--- src/rtl/product_accumulator.sv ---
// Sums N_TERMS consecutive signed products into one result, with valid/ready on both sides.
// Optional macro PRODUCT_ACC_SAT_EN clamps the accumulator on overflow instead of wrapping.
module product_accumulator #(
  parameter int IN_W    = 24,
  parameter int ACC_W   = 32,
  parameter int N_TERMS = 8
) (
  input  logic                             clk,
  input  logic                             rst,
  input  logic                             in_valid,
  output logic                             in_ready,
  input  logic [IN_W-1:0]                  in_data,
  input  logic                             flush,
  output logic                             out_valid,
  input  logic                             out_ready,
  output logic [ACC_W-1:0]                 out_data,
  output logic                             out_ovf,
  output logic [$clog2(N_TERMS+1)-1:0]     out_cnt
);

  localparam int CNT_W = $clog2(N_TERMS + 1);
  localparam logic [CNT_W-1:0] N_C       = CNT_W'(N_TERMS);
  localparam logic [CNT_W-1:0] CNT_ZERO  = {CNT_W{1'b0}};
  localparam logic [CNT_W-1:0] CNT_ONE   = CNT_W'(1);
  localparam logic [ACC_W-1:0] ACC_ZERO  = {ACC_W{1'b0}};
  localparam logic [ACC_W-1:0] ACC_MAX   = {1'b0, {(ACC_W-1){1'b1}}};
  localparam logic [ACC_W-1:0] ACC_MIN   = {1'b1, {(ACC_W-1){1'b0}}};

  typedef enum logic {
    ST_ACCUM = 1'b0,
    ST_HOLD  = 1'b1
  } state_t;

  state_t             r_state;
  logic [ACC_W-1:0]   r_acc;
  logic [CNT_W-1:0]   r_cnt;
  logic               r_ovf;
  logic               r_in_ready;
  logic               r_out_valid;
  logic [ACC_W-1:0]   r_out_data;
  logic               r_out_ovf;
  logic [CNT_W-1:0]   r_out_cnt;

  logic signed [ACC_W:0] w_in_ext;
  logic signed [ACC_W:0] w_acc_ext;
  logic signed [ACC_W:0] w_sum;
  logic                  w_beat_ovf;
  logic [ACC_W-1:0]      w_next_acc;
  logic                  w_accept;
  logic [CNT_W-1:0]      w_cnt_inc;
  logic                  w_close;
  logic [ACC_W-1:0]      w_fin_acc;
  logic                  w_fin_ovf;
  logic [CNT_W-1:0]      w_fin_cnt;

  // One guard bit above the accumulator exposes signed overflow as a top-two-bit mismatch.
  assign w_in_ext   = (ACC_W+1)'($signed(in_data));
  assign w_acc_ext  = {r_acc[ACC_W-1], r_acc};
  assign w_sum      = w_acc_ext + w_in_ext;
  assign w_beat_ovf = w_sum[ACC_W] ^ w_sum[ACC_W-1];

  // Overflow resolution: clamp toward the overflow direction, or keep the low bits.
  always_comb begin
    w_next_acc = w_sum[ACC_W-1:0];
`ifdef PRODUCT_ACC_SAT_EN
    if (w_beat_ovf) begin
      w_next_acc = w_sum[ACC_W] ? ACC_MIN : ACC_MAX;
    end else begin
      w_next_acc = w_sum[ACC_W-1:0];
    end
`endif
  end

  assign w_accept  = in_valid && r_in_ready;
  assign w_cnt_inc = r_cnt + CNT_ONE;

  // A flush with nothing accumulated and no beat this cycle is deliberately not a close.
  assign w_close = (r_state == ST_ACCUM) &&
                   ((w_accept && (w_cnt_inc == N_C)) ||
                    (flush && ((r_cnt != CNT_ZERO) || w_accept)));

  assign w_fin_acc = w_accept ? w_next_acc : r_acc;
  assign w_fin_ovf = r_ovf | (w_accept & w_beat_ovf);
  assign w_fin_cnt = w_accept ? w_cnt_inc : r_cnt;

  // Group accumulation, result capture and output handshake.
  always_ff @(posedge clk) begin
    if (rst) begin
      r_state     <= ST_ACCUM;
      r_acc       <= ACC_ZERO;
      r_cnt       <= CNT_ZERO;
      r_ovf       <= 1'b0;
      r_in_ready  <= 1'b1;
      r_out_valid <= 1'b0;
      r_out_data  <= ACC_ZERO;
      r_out_ovf   <= 1'b0;
      r_out_cnt   <= CNT_ZERO;
    end else begin
      case (r_state)
        ST_ACCUM: begin
          if (w_close) begin
            r_out_data  <= w_fin_acc;
            r_out_ovf   <= w_fin_ovf;
            r_out_cnt   <= w_fin_cnt;
            r_out_valid <= 1'b1;
            r_in_ready  <= 1'b0;
            r_state     <= ST_HOLD;
          end else if (w_accept) begin
            r_acc <= w_next_acc;
            r_cnt <= w_cnt_inc;
            r_ovf <= w_fin_ovf;
          end else begin
            r_acc <= r_acc;
          end
        end
        ST_HOLD: begin
          if (out_ready) begin
            r_out_valid <= 1'b0;
            r_in_ready  <= 1'b1;
            r_acc       <= ACC_ZERO;
            r_cnt       <= CNT_ZERO;
            r_ovf       <= 1'b0;
            r_state     <= ST_ACCUM;
          end else begin
            r_out_valid <= 1'b1;
          end
        end
        default: begin
          r_state     <= ST_ACCUM;
          r_in_ready  <= 1'b1;
          r_out_valid <= 1'b0;
        end
      endcase
    end
  end

  assign in_ready  = r_in_ready;
  assign out_valid = r_out_valid;
  assign out_data  = r_out_data;
  assign out_ovf   = r_out_ovf;
  assign out_cnt   = r_out_cnt;

endmodule

--- config.mk ---
export PLATFORM = sky130hd
export DESIGN_NAME = product_accumulator
export DESIGN_NICKNAME = d
export VERILOG_FILES = /design/src/rtl/product_accumulator.sv
export SDC_FILE = /design/constraint.sdc
export NUM_CORES = 1
export LEC_CHECK = 0
export BUFFER_PORTS_ARGS = -buffer_cell sky130_fd_sc_hd__buf_2
export CAP_MARGIN = 20
export CORE_ASPECT_RATIO = 0.5
export CORE_MARGIN = 2
export CORE_UTILIZATION = 35
export CTS_CLUSTER_SIZE = 30
export DETAILED_ROUTE_END_ITERATION = 10
export GPL_TIMING_DRIVEN = 0
export PLACE_DENSITY = 0.64
export SETUP_SLACK_MARGIN = 0.4
export SLEW_MARGIN = 20
export SYNTH_ARGS = -nofsm -noshare
export SYNTH_HDL_FRONTEND = slang
export SYNTH_SLANG_ARGS = --single-unit
--- constraint.sdc ---
create_clock -name clk -period 3.9 [get_ports clk]
set_clock_uncertainty 0.2 [all_clocks]
set_input_delay 0.39 -clock clk [delete_from_list [all_inputs] [get_ports clk]]
set_output_delay 0.39 -clock clk [all_outputs]
set_load 0.01 [all_outputs]
==> flow_summary.yaml <==
die:
  ios: 68
  core_um2: 12700
  start_util_pct: 36.1
  dieHeight_um: 85.1
  placementRows: 29
  die_area_um2: 14100
  die_w_um: 166
drt:
  final_antenna_net_count: 0
  wire_per_inst_um: 16.6
  finalWirelength_um: 13700
  via_count: 4490
  first_iter_violations: 303
  drt_first_pass_iters: 4
  remaining_drc_errors: 0
  vias_per_cell: 5.44
synth:
  yosysTopAreaCell: "dfxtp_1"
  synthesis.area_um2: 4600
  async_flop_share_pct: 0
  ys_ff_latch: 77
  synth.area.top_cells: "dfxtp_1 34%, ha_1 9.5%, a21oi_1 7.1%, nand2_1 5.3%, nor2_1 4.9%"
  syn_nets: 638
  seq_area_frac_synth_pct: 33.5
  synth.top_cell.area_share_pct: 33.5
  synth.distinct_cells: 55
  syn_inst: 573
  synth_top_flop_cell: "dfxtp_1"
  synth-edff-count: 0
  yosys_warnings: 0
  syn_avg_cell_area_um2: 8.03
timing:
  fin_crit_sh_pct: 85.0
  relSlewSlack_pct: 47.6
  finalHoldViolCount: 0
  fmax_mhz: 302
  fin_crit_ps: 3320
  drv_slew: 0
  tightest_slew_ps: 785
  rsz0062_at_grt: "false"
  setup_viol: 0
  tns_ps: 0
setup_path:
  crit_type: "reg2reg"
  worstSetupStartpointType: "flop"
  crit_path_max_fanout: 4
  cp.required_ps: 3940
  end_kind: "flop"
  regToRegSetupSlack_ps: 580
  arrival_ps: 3350
run_status:
  outcome: "finished, final reports clean"
global_routing:
  grt.total_usage_pct: 19.6
  met2_usage_pct: 32.1
  grt_first_pass_wirelength_um: 22100
  grt_util_met3_pct: 3.54
  busiest_layer: "met2"
  grt_max_degree: 12
  grt_pass1_vias: 4365
  overflow: 0
  antenna_found_initial: 0
  grt_use_met1_pct: 26.7
clock_network:
  clock_tree.buffer_depth: 2
  path_clk_slew_ps: 60
  root_buffer: "clkbuf_16"
  numCtsBuffers: 9
  cts_hold_buf: 0
  clock-sinks: 77
  clkLatencyLatePin_ps: 340
  h-tree-depth: 3
  cts_tree: "built"
pwr:
  p_per_area_nw_per_um2: 498
  p_total_mw: 2.73
  p_leak_nw: 2.37
  irDropWorstVdd_mv: 0.184
run:
  drv_cap: 0
layout:
  final_common_cell: "dfxtp_1"
  drive_gt1_share_pct: 14.0
  diodes: 0
  fin_area_um2: 5480
  layout_common_cells: "77 x dfxtp_1, 68 x buf_2, 65 x nand2_1"
  layout.nets: 716
  area_delta_synth_final_pct: 19.2
placement:
  gp_congestion: 0.905
  place.detailed.hpwl_um: 9980
  io_buffer_count: 66
  dpl-instance-area_um2: 5140
hold_path:
  min_path_type: "in2reg"
## area by class of cell
class	instances	area, um2
Fill cell	1272	7250
Multi-Input combinational cell	456	2940
Sequential cell	77	1540
Timing Repair Buffer	67	338
Clock buffer	14	264
Tap cell	170	213
Buffer	30	115
Inverter	10	37.5
Clock inverter	1	30.0
## worst max-delay path: stages (launching register included)
cell,delay [ps]
dfxtp_1,330
ha_1,220
fa_2,360
a21o_1,190
a221o_1,380
a2bb2oi_4,230
a21oi_2,100
nor4b_4,310
o211ai_1,180
a21oi_2,230
a21oi_1,110
xor2_1,180
a22o_1,190
## path summary, 6_finish.rpt
kind,from,end,cells after the start
setup / recovery,r_acc[0],r_ovf,12
hold / removal,out_ready,in_ready,3
setup reg to reg,r_acc[0],r_ovf,12
hold reg to reg,out_data[18],out_data[18],2
## sequential cells by signal, summed over array words and instances, names as in the netlist
signal,flops
r_cnt,4
out_data,32
out_ovf,1
in_ready,1
r_acc,32
out_cnt,4
r_ovf,1
r_state,1
out_valid,1
## routing by layer
layer / vias up / part of all wire [%]
li1: 2246 / -
met1: 2128 / 49
met2: 99 / 46
met3: 17 / 4.1
met4: 0 / 1.3
met5: - / 0
## synth_stat cells (10+ instances only)
master / number
a21oi_1: 65
a211oi_1: 18
o21ai_0: 39
xnor2_1: 20
clkbuf_1: 23
nor3_1: 10
nand2_1: 65
dfxtp_1: 77
inv_1: 10
nor2_1: 60
a21o_1: 13
xor2_1: 10
a22o_1: 15
ha_1: 35
## per-stage QoR
step,setup WS [ps],hold WS [ps],instances,utilization [%]
3_5_place_dp,153,250,809,40.4
2_1_floorplan,786,243,573,-
3_3_place_gp,176,243,809,40.4
6_report,584,173,825,43.0
4_1_cts,416,178,824,42.8
5_1_grt,426,187,825,43.0
## cells by family (layout without fill, tap and decap cells)
logic type | count (synthesis) | after routing | share of synthesized area [%]
xor+xnor | 30 | 30 | 5.71
mux | 1 | 1 | 0.218
fa+ha+maj | 36 | 36 | 9.96
flops | 77 | 77 | 33.5
simple gates | 179 | 179 | 17.3
compound gates | 210 | 210 | 30.0
buf+inv | 40 | 122 | 3.32
## power by group
part	leakage, nW	internal (mW)	switching [mW]
combinational	1.60	0.357	0.553
sequential	0.631	0.890	0.0707
clock	0.143	0.528	0.332
## timing repair
action | 4_1_cts | 5_1_grt
gates resized for setup | 2 | 5
pin swaps | 1 | 6
setup endpoints to repair | 2 | 8
gates cloned | 0 | 0
setup buffers | 0 | 1
endpoints found under the hold margin | 0 | 0
Power figures use the tool's default switching activity.
